`src/rtl/slice_pkg.sv`:
```
// Shared types and width helpers for the slice job sequencer and its credit counter.
package slice_pkg;

   typedef enum logic [1:0] {IDLE, LOAD, RUN, DRAIN} state_t;

   // Width able to hold 0..max_out inclusive.
   function automatic int cnt_w(input int max_out);
      return $clog2(max_out + 1);
   endfunction

   function automatic int idx_w(input int n);
      return (n > 1) ? $clog2(n) : 1;
   endfunction

endpackage

```
`src/rtl/credit_counter.sv`:
```
// Outstanding-beat counter with a credit limit; has_credit accounts for an increment
// already registered this cycle so the limit is never overrun.
module credit_counter
   import slice_pkg::*;
#(
   parameter int LIMIT = 8,
   parameter int W     = cnt_w(LIMIT)
) (
   input  logic clk,
   input  logic rst,
   input  logic inc,
   input  logic dec,
   output logic has_credit,
   output logic empty,
   output logic underflow
);

   logic [W-1:0] count;
   logic [W:0]   pending;

   assign pending    = {1'b0, count} + (W+1)'(inc);
   assign has_credit = pending < (W+1)'(LIMIT);
   assign empty      = (count == '0);
   assign underflow  = dec && empty;

   // A decrement at zero is dropped (and flagged) rather than wrapping.
   always_ff @(posedge clk or negedge rst) begin
      if (!rst) count <= '0;
      else      count <= count + W'(inc) - W'(dec && !empty);
   end

endmodule

```
`src/rtl/slice_ctrl.sv`:
```
// Job sequencer for one slice: load MAC_NB weights, stream BEATS image beats under credits,
// then drain results. Optional SLICE_CTRL_STATS_EN adds stall_cycles / job_cycles counters.
module slice_ctrl
   import slice_pkg::*;
#(
   parameter int MAC_NB          = 3,
   parameter int IMAGE_WIDTH     = 16,
   parameter int WEIGHT_WIDTH    = 8,
   parameter int BEAT_WIDTH      = 16,
   parameter int MAX_OUTSTANDING = 8
) (
   input  logic                          clk,
   input  logic                          rst,
   input  logic                          start,
   input  logic [BEAT_WIDTH-1:0]         beats,
   output logic                          busy,
   output logic                          done,
   output logic                          err,
   input  logic [WEIGHT_WIDTH-1:0]       wgt_in,
   input  logic                          wgt_in_valid,
   output logic                          wgt_in_ready,
   input  logic [IMAGE_WIDTH*MAC_NB-1:0] img_in,
   input  logic                          img_in_valid,
   output logic                          img_in_ready,
   output logic [WEIGHT_WIDTH-1:0]       weight,
   output logic [MAC_NB-1:0]             weight_valid,
   output logic [IMAGE_WIDTH*MAC_NB-1:0] image,
   output logic                          image_valid,
   input  logic                          result_valid
`ifdef SLICE_CTRL_STATS_EN
   ,
   output logic [31:0]                   stall_cycles,
   output logic [31:0]                   job_cycles
`endif
);

   localparam int IW = idx_w(MAC_NB);

   state_t                state, state_d;
   logic [IW-1:0]         idx;
   logic [BEAT_WIDTH-1:0] beat_cnt;
   logic                  has_credit, empty, underflow;
   logic                  wgt_acc, img_acc;

   credit_counter #(.LIMIT(MAX_OUTSTANDING)) u_credit (
      .clk       (clk),
      .rst       (rst),
      .inc       (image_valid),
      .dec       (result_valid),
      .has_credit(has_credit),
      .empty     (empty),
      .underflow (underflow)
   );

   assign wgt_acc = wgt_in_valid && wgt_in_ready;
   assign img_acc = img_in_valid && img_in_ready;
   assign busy    = (state != IDLE) && !done;

   always_ff @(posedge clk or negedge rst) begin
      if (!rst) state <= IDLE;
      else      state <= state_d;
   end

   always_comb begin
      state_d      = state;
      wgt_in_ready = 1'b0;
      img_in_ready = 1'b0;
      done         = 1'b0;
      case (state)
         IDLE:  if (start) state_d = LOAD;
         LOAD: begin
            wgt_in_ready = 1'b1;
            if (wgt_in_valid && idx == IW'(MAC_NB - 1))
               state_d = (beat_cnt == '0) ? DRAIN : RUN;
         end
         RUN: begin
            img_in_ready = has_credit;
            if (img_in_valid && has_credit && beat_cnt == BEAT_WIDTH'(1)) state_d = DRAIN;
         end
         DRAIN: begin
            // A beat strobed this cycle is not yet counted, so wait for it too.
            if (empty && !image_valid) begin
               done    = 1'b1;
               state_d = IDLE;
            end
         end
         default: state_d = IDLE;
      endcase
   end

   always_ff @(posedge clk or negedge rst) begin
      if (!rst) begin
         idx          <= '0;
         beat_cnt     <= '0;
         weight       <= '0;
         weight_valid <= '0;
         image        <= '0;
         image_valid  <= 1'b0;
         err          <= 1'b0;
      end else begin
         weight_valid <= '0;
         image_valid  <= 1'b0;
         err          <= err | underflow;
         if (state == IDLE && start) begin
            beat_cnt <= beats;
            idx      <= '0;
         end
         if (wgt_acc) begin
            weight       <= wgt_in;
            weight_valid <= MAC_NB'(1) << idx;
            idx          <= idx + IW'(1);
         end
         if (img_acc) begin
            image       <= img_in;
            image_valid <= 1'b1;
            beat_cnt    <= beat_cnt - BEAT_WIDTH'(1);
         end
      end
   end

`ifdef SLICE_CTRL_STATS_EN
   always_ff @(posedge clk or negedge rst) begin
      if (!rst) begin
         stall_cycles <= '0;
         job_cycles   <= '0;
      end else if (state == IDLE && start) begin
         stall_cycles <= '0;
         job_cycles   <= '0;
      end else begin
         if (state == RUN && img_in_valid && !img_in_ready && stall_cycles != '1)
            stall_cycles <= stall_cycles + 32'd1;
         if (busy && job_cycles != '1) job_cycles <= job_cycles + 32'd1;
      end
   end
`endif

endmodule

```
`config.mk`:
```
export PLATFORM = sky130hd
export DESIGN_NAME = slice_ctrl
export DESIGN_NICKNAME = d
export VERILOG_FILES = /design/src/rtl/slice_pkg.sv /design/src/rtl/credit_counter.sv /design/src/rtl/slice_ctrl.sv
export SDC_FILE = /design/constraint.sdc
export NUM_CORES = 1
export LEC_CHECK = 0
export CAP_MARGIN = 20
export CORE_ASPECT_RATIO = 0.9
export CORE_MARGIN = 5
export CORE_UTILIZATION = 35
export CTS_CLUSTER_DIAMETER = 40
export CTS_CLUSTER_SIZE = 25
export DETAILED_ROUTE_END_ITERATION = 10
export GPL_TIMING_DRIVEN = 0
export PLACE_DENSITY = 0.78
export SLEW_MARGIN = 20
export SYNTH_ARGS = -nofsm -noshare
export SYNTH_HDL_FRONTEND = slang
export SYNTH_SLANG_ARGS = --single-unit
```
`constraint.sdc`:
```
create_clock -name clk -period 6.61 [get_ports clk]
set_input_delay 1.322 -clock clk [delete_from_list [all_inputs] [get_ports clk]]
set_output_delay 1.322 -clock clk [all_outputs]
set_load 0.02 [all_outputs]
```
==> metrics.md, run 1 <==
| Metric | Value |
|---|---|
| Outcome | completed |
| CTS root buf | clkbuf_16 |
| Slew headroom | between 40% and 50% |
| Sequential area share after synthesis | a little under three fifths |
| CP Capture Type | output port |
| Slowest-stage cell, CP | a211oi_1 |
| Most frequent cells in the layout | 155 x nand2_1, 141 x clkdlybuf4s50_1, 85 x dfrtp_1 |
| Half-perimeter wire length after placement | 8.13 mm |
| Std-Cell Rows | 36 |
| Initial antenna violation count | 0 |
| WP depth | 5 |
| Die W | 121 µm |
| Synth Area in Simple Gates | between 20% and 30% |
| Ys Warns | 0 |
| Number of max-cap violations | 0 |
| Setup CP Type | register to output port |
| Final Critical Period | 3.78 ns |
| Min-delay worst type | register to register |
| # setup viols final | 0 |
| Core area | between 10,000 and 15,000 µm² |
| Largest cells by area after synthesis | dfrtp_1 55%, nand2_1 15%, ha_1 5.2% |
| Largest net degree at the start of global routing | 47 |
| Top cell type's share of synthesized area | 55.1% |
| Flops & latches, synth | 85 |
| Post-CTS sizing | 0 |
| Worst R2R Start | u_credit.count[1]$_DFF_PN0_ |
| Post-CTS Setup Bufs | 0 |
| Power, Total | 2740 µW |
| Cell taking the most area after synthesis | dfrtp_1 |
| H-tree level count | 3 |
| Pre-CTS worst setup slack | 3.03 ns |
| CP arrival | ~2.5 ns |
| Pleak | about 0.0027 µW |
| Die Height | about 110 µm |
| FF-to-FF setup slack | 3.76 ns |
| Unrepaired setup endpoints after global routing | no |
| Period utilization | between 50% and 60% |
| Area occupied by multi-input gates | approximately 1600 µm² |
| Top_reg_cell synth | dfrtp_1 |
| Setup Skew | about 0.0034 ns |
| Global-route wire length before repair | 17.1 mm |
| PwrDens | 473 nW/µm² |
| Yosys cell types | 42 |
| Worst r2r dst | image[30]$_DFFE_PN0P_ |
| Worst-path clk slew | roughly 0.060 ns |
| Final WL | around 11 mm |
| Slew Limit Fails | 0 |
| Multiplexer area fraction after synthesis | a little under 3% |
| Mapped Nets | between 500 and 600 |
| Die Area | between 10,000 and 15,000 µm² |
| Commonest non-fill, non-tap cell in the layout | nand2_1 |
| CTS sink count | 85 |
| ANT cells | 0 |
| CTS Buf Count | 9 |
| Ys async rst share | 100% |
| Family with the most delay on the worst path | compound AO/OA/AOI/OAI gates |
| Placer's final routability congestion estimate | 0.810 |
| P&R area growth vs syn | 50.0% |
| Via count | 3,379 |
| Post-CTS Hold Buffers | 0 |
| Largest family of logic cells by synthesized area | simple AND/OR/NAND/NOR gates |
| DRT antenna net count | 0 |
| Iter 0 DRT Violations | approximately 180 |
| Fin util | 53.6% |
| Data required time of the worst path | 5.29 ns |
| # DRC | 0 |
| Final Hold Fails | 0 |
| CP Capture Point | img_in_ready |
| Peak VDD IR | approximately 280 µV |
| Post-synth design cell area | around 3900 µm² |
| Slowest stage delay, CP | 0.57 ns |
| I/O Pins | 143 |
| Total track usage | around 16% |
| Slew @ Worst Pin | between 0.8 and 0.9 ns |
| Synth Area in Adders | about 5.7% |
| Share of layout cells above drive strength 1 | between 7 and 8% |
| Port-buffer cells | between 100 and 150 |
| Crit path max fanout | 6 |
| Drt wl/cell | around 15 µm |
| TNS Setup | 0 ns |
| Mean Syn Cell Area | around 9.5 µm² |
| Worst skew pair latency | ~0.33 ns |
| CP Buf/Inv Count | 1 |
| CTS tree | done |
| Buffers from clock root to sink, at most | 2 |
| Critical Path Source | u_credit.count[1]$_DFF_PN0_ |
| FF/Latch Area | 2130 µm² |
| Gr ovfl total | 0 |
| Vias in the first global route | about 3,500 |
| Nets | 657 |
| Max Freq | between 200 and 300 MHz |
| Starting Density | a little over a third |
| Critical path launch point type | register |
| Worst r2r path cells | 9 |
| Synthesized instance count | between 400 and 500 |
| Post-synthesis xor/xnor area fraction | less than 1% |
| Vias per Instance | between 4 and 5 |
| Critical path, cell by cell | ha_1, and4_1, a211oi_1, nor2b_1, clkdlybuf4s50_1 |
| Pre-antenna DRT Iters | 4 |
| Post-synthesis compound-gate area fraction | 8.55% |
| EDFF count, synth | 0 |
| Fillers | about 1,000 |
| Final Worst Setup Slack | ~2.8 ns |
flip-flops by register name, summed over array words and instances (netlist names):
name,cells
weight_valid,3
err,1
weight,8
u_credit.count,4
state,2
image,48
idx,2
image_valid,1
beat_cnt,16
area by class of cell:
cell class / count / area share [%]
sequential: 85 / 36.7
tap: 133 / 2.87
multi-input combinational: 288 / 27.5
timing repair buffer: 143 / 25.0
clock buffer: 10 / 3.95
buffer: 17 / 1.25
clock inverter: 6 / 1.51
inverter: 18 / 1.17
cell usage after synthesis, drive strengths merged (2+ instances only):
cell type and n:
ha 16, and2 2, a21o 2, o221a 2, nor3 8, or2 2
dfrtp 85, o21ai 15, or4 2, buf 8, nor4 5, nand4 3
mux2 10, or3 2, clkbuf 9, nand2 155, a221o 8, a211oi 5
and3 8, a21oi 6, nand3 8, inv 18, nor2b 2, nor3b 3
nor2 12
worst min path at each step:
stage	cells after the start	slack (ns)	from	to
finish	1	0.47	err$_DFF_PN0_	err$_DFF_PN0_
global route	1	0.49	err$_DFF_PN0_	err$_DFF_PN0_
CTS	1	0.48	err$_DFF_PN0_	err$_DFF_PN0_
detailed placement	2	0.46	image[3]$_DFFE_PN0P_	image[3]$_DFFE_PN0P_
global placement	1	0.44	err$_DFF_PN0_	err$_DFF_PN0_
floorplan	1	0.48	beat_cnt[12]$_DFFE_PN0P_	beat_cnt[12]$_DFFE_PN0P_
worst reg2reg max path, cell delays in order (launching register included):
cell      delay [ns]
dfrtp_1         0.46
ha_1            0.25
and4_1          0.17
a211oi_1        0.57
or2_2           0.21
buf_2           0.18
buf_2           0.28
clkbuf_1        0.45
nand2_1         0.13
nand2_1         0.09
power by group:
group	total [µW]	leakage, µW	internal (µW)	switching [µW]
Clock	529	0.000156	331	198
Combinational	1300	0.00150	603	694
Sequential	914	0.00105	757	157
layer usage:
layer,vias up,track usage (%),share of wire [%],routed length [µm]
li1,1662,-,-,-
met1,1608,19.8,42,4410
met2,102,27.2,49,5150
met3,7,6.94,8.5,900
met4,0,4.53,0.92,97
met5,-,0,0,0
kinds of logic after synthesis:
group	count (synthesis)
muxes	10
xor gates and xnor gates	2
DFF	85
and+or+nand+nor	214
AOI/OAI and AO/OA	45
adders and majority gates	17
buffers and inverters	35
metrics by stage:
| step | cell area (µm²) | instances | hold slack (ns) |
|---|---|---|---|
| global route | 5790 | 700 | 0.487 |
| floorplan | 3860 | 408 | 0.480 |
| global placement | 5450 | 683 | 0.442 |
| finish | 5790 | 700 | 0.468 |
| CTS | 5790 | 700 | 0.476 |
| detailed placement | 5480 | 684 | 0.462 |
Power figures use the tool's default switching activity.
==> run 2: changes to the inputs <==
--- a/config.mk
+++ b/config.mk
@@ -13,7 +13,7 @@
 export CTS_CLUSTER_SIZE = 25
 export DETAILED_ROUTE_END_ITERATION = 10
 export GPL_TIMING_DRIVEN = 0
-export PLACE_DENSITY = 0.78
+export PLACE_DENSITY = 0.8
 export SLEW_MARGIN = 20
 export SYNTH_ARGS = -nofsm -noshare
 export SYNTH_HDL_FRONTEND = slang
==> constraint.sdc (replaced) <==
create_clock -name clk -period 3.44 [get_ports clk]
set_input_delay 0.688 -clock clk [delete_from_list [all_inputs] [get_ports clk]]
set_output_delay 0.688 -clock clk [all_outputs]
set_load 0.02 [all_outputs]
==> metrics.md, run 2 (synthesized netlist as in run 1, its figures left out) <==
| Metric | Value |
|---|---|
| Switching pwr | 2040 µW (+94%) |
| I/O Pins | 143 (unchanged) |
| P&R area growth vs syn | 50.0% (about the same) |
| Buffers from clock root to sink, at most | 2 (unchanged) |
| Placer's final routability congestion estimate | 0.789 (-2.5%) |
| Fin util | 53.6% (about the same) |
| Post-CTS sizing | 0 (unchanged) |
| PwrDens | 916 nW/µm² (+94%) |
| Critical path launch point type | register |
| Via count | 3,476 (+2.9%) |
| # setup viols final | 0 (unchanged) |
| Pre-antenna DRT Iters | 4 (unchanged) |
| Slew headroom | 49.9% (+5.6 points) |
| Setup CP Type | register to output port |
| Max FFs per register | 48 (unchanged) |
| Die Area | 13,200 µm² (unchanged) |
| Peak VDD IR | 446 µV (+61%) |
| Half-perimeter wire length after placement | 8.19 mm (+0.72%) |
| Largest Register | image |
| Outcome | completed |
| Routed wl met2 | 5.36 mm (+4.0%) |
| Min-delay worst type | primary input to asynchronous set/reset pin |
| CTS root buf | clkbuf_16 |
| Final WL | 10.8 mm (+1.9%) |
| Slew @ Worst Pin | 0.744 ns (-0.0826 ns) |
| Sequential fraction of design power | 33.2% (-0.2 points) |
| Post-CTS Setup Bufs | 0 (unchanged) |
| Max Freq | around 320 MHz |
| Final Hold Fails | 0 (unchanged) |
| Vias per Instance | 4.97 (+2.9%) |
| Core area | 10,800 µm² (unchanged) |
| Period utilization | 91.4% |
| Starting Density | 35.7% (unchanged) |
| Vias in the first global route | 3,628 (+2.5%) |
| Final Critical Period | ~3.1 ns |
| Nets | 657 (unchanged) |
| Biggest regs | image x48, beat_cnt x16, weight x8 |
| Cell area after layout | 5790 µm² (about the same) |
| Slowest stage delay, CP | 0.57 ns (about the same) |
| Placed Area | 5470 µm² (-0.14%) |
| Slew Limit Fails | 0 (unchanged) |
| Pleak | 0.00271 µW (about the same) |
| ANT cells | 0 (unchanged) |
| Fillers | 978 (-2.5%) |
| CTS sink count | 85 (unchanged) |
| Switching share of power | 38.4% (+0.087 points) |
| Std-Cell Rows | 36 (unchanged) |
| DRT antenna net count | 0 (unchanged) |
| Share of layout cells above drive strength 1 | 7.23% (unchanged) |
| Unrepaired setup endpoints after global routing | no |
| Slowest-stage cell, CP | a211oi_1 |
| Commonest non-fill, non-tap cell in the layout | nand2_1 |
| Die Height | 110 µm (unchanged) |
| H-tree level count | 3 (unchanged) |
| # DRC | 0 (unchanged) |
| Global-route wire length before repair | 17.1 mm (-0.12%) |
| Pre-CTS worst setup slack | 0.470 ns (-2.56 ns) |
| Total track usage | 16.3% (-0.15 points) |
| Worst-path clk slew | 0.06 ns (about the same) |
| Final Worst Setup Slack | 0.296 ns (-2.53 ns) |
| Port-buffer cells | 142 (unchanged) |
| CTS Buf Count | 9 (unchanged) |
| Post-CTS Hold Buffers | 0 (unchanged) |
| Most frequent cells in the layout | 155 x nand2_1, 141 x clkdlybuf4s50_1, 85 x dfrtp_1 |
| Crit path max fanout | 6 (unchanged) |
| Power, Total | 5310 µW (+94%) |
| Internal | 3270 µW (+93%) |
| Gr ovfl total | 0 (unchanged) |
| Critical path, cell by cell | ha_1, and4_1, a211oi_1, nor2b_1, clkdlybuf4s50_1 |
| Inst Count DP | 684 (unchanged) |
| WL met3 | 786 µm (-13%) |
| Initial antenna violation count | 0 (unchanged) |
| Clock power frac | 19.8% (+0.5 points) |
| Data required time of the worst path | 2.75 ns (-2.54 ns) |
| Worst skew pair latency | 0.33 ns (about the same) |
| Cell Count, Final, Fillers Out | 700 (unchanged) |
| CTS tree | done |
| Iter 0 DRT Violations | 281 (+60%) |
| Top sig layer | met4 |
| Largest net degree at the start of global routing | 45 (-4.3%) |
| Drt wl/cell | 15.4 µm (+1.9%) |
| Die W | 121 µm (unchanged) |
| Setup Skew | 0.00610 ns (+0.00268 ns) |
| Combinational Power Share | 47.1% (-0.2 points) |
| Met1 Routed Length | 4.46 mm (+1.1%) |
| CP Capture Type | output port |
| Number of max-cap violations | 0 (unchanged) |
| CP arrival | 2.46 ns (about the same) |
==> run 2: changes by cell type in the layout (fill, tap and decap cells not counted) <==
cell and change:
clkinv_4 -1, clkinv_2 -1, inv_6 +1, buf_16 -1
clkbuf_8 +1, buf_12 +1
==> run 2: cell type report <==
| cell class | count | area, µm² | area share, % |
|---|---|---|---|
| buffer | 17 | 72.6 | 1.25 |
| inverter | 18 | 67.6 | 1.17 |
| clock buffer | 11 | 243 | 4.19 |
| timing repair buffer | 143 | 1440 | 24.8 |
| multi-input combinational | 288 | 1600 | 27.5 |
| sequential | 85 | 2130 | 36.7 |
| tap | 133 | 166 | 2.87 |
| clock inverter | 5 | 82.6 | 1.43 |
==> run 2: stage by stage <==
step	TNS, ns	hold slack, ns
final	0	0.346
after global routing	0	0.389
after CTS	0	0.368
after detailed placement	0	0.454
after global placement	-116.93	0.447
after floorplan	0	0.392
==> run 2: power groups by stage <==
stage / clock (µW) / sequential (µW) / combinational (µW)
floorplan: 0 / 2110 / 1030
global placement: 0 / 1740 / 2430
detailed placement: 0 / 1780 / 2510
CTS: 1070 / 1760 / 2530
global route: 1120 / 1830 / 2740
finish: 1050 / 1760 / 2500
==> run 2: worst paths after layout <==
kind	depth (start not counted)	to	startpoint	slack [ns]
setup / recovery	5	img_in_ready	u_credit.count[1]$_DFF_PN0_	0.30
hold / removal	1	beat_cnt[8]$_DFFE_PN0P_	rst	0.35
setup reg to reg	10	image[10]$_DFFE_PN0P_	u_credit.count[1]$_DFF_PN0_	0.59
hold reg to reg	1	err$_DFF_PN0_	err$_DFF_PN0_	0.47
max in group asynchronous	2	image[6]$_DFFE_PN0P_	rst	2.47
min in group clk	1	err$_DFF_PN0_	err$_DFF_PN0_	0.47
==> run 2: worst max-delay path, delay by kind of cell, from the launching register on <==
kind	cells	cell delay [ns]
AOI/OAI and AO/OA	1	0.57
buffers and inverters	1	0.57
DFF	1	0.46
and+or+nand+nor	2	0.28
adders and majority gates	1	0.24
==> run 2: routing by layer <==
metal,vias to the layer above,track usage (%)
met5,-,0
met4,0,4.77
met3,16,6.17
met2,115,27.8
met1,1682,19.3
li1,1663,-
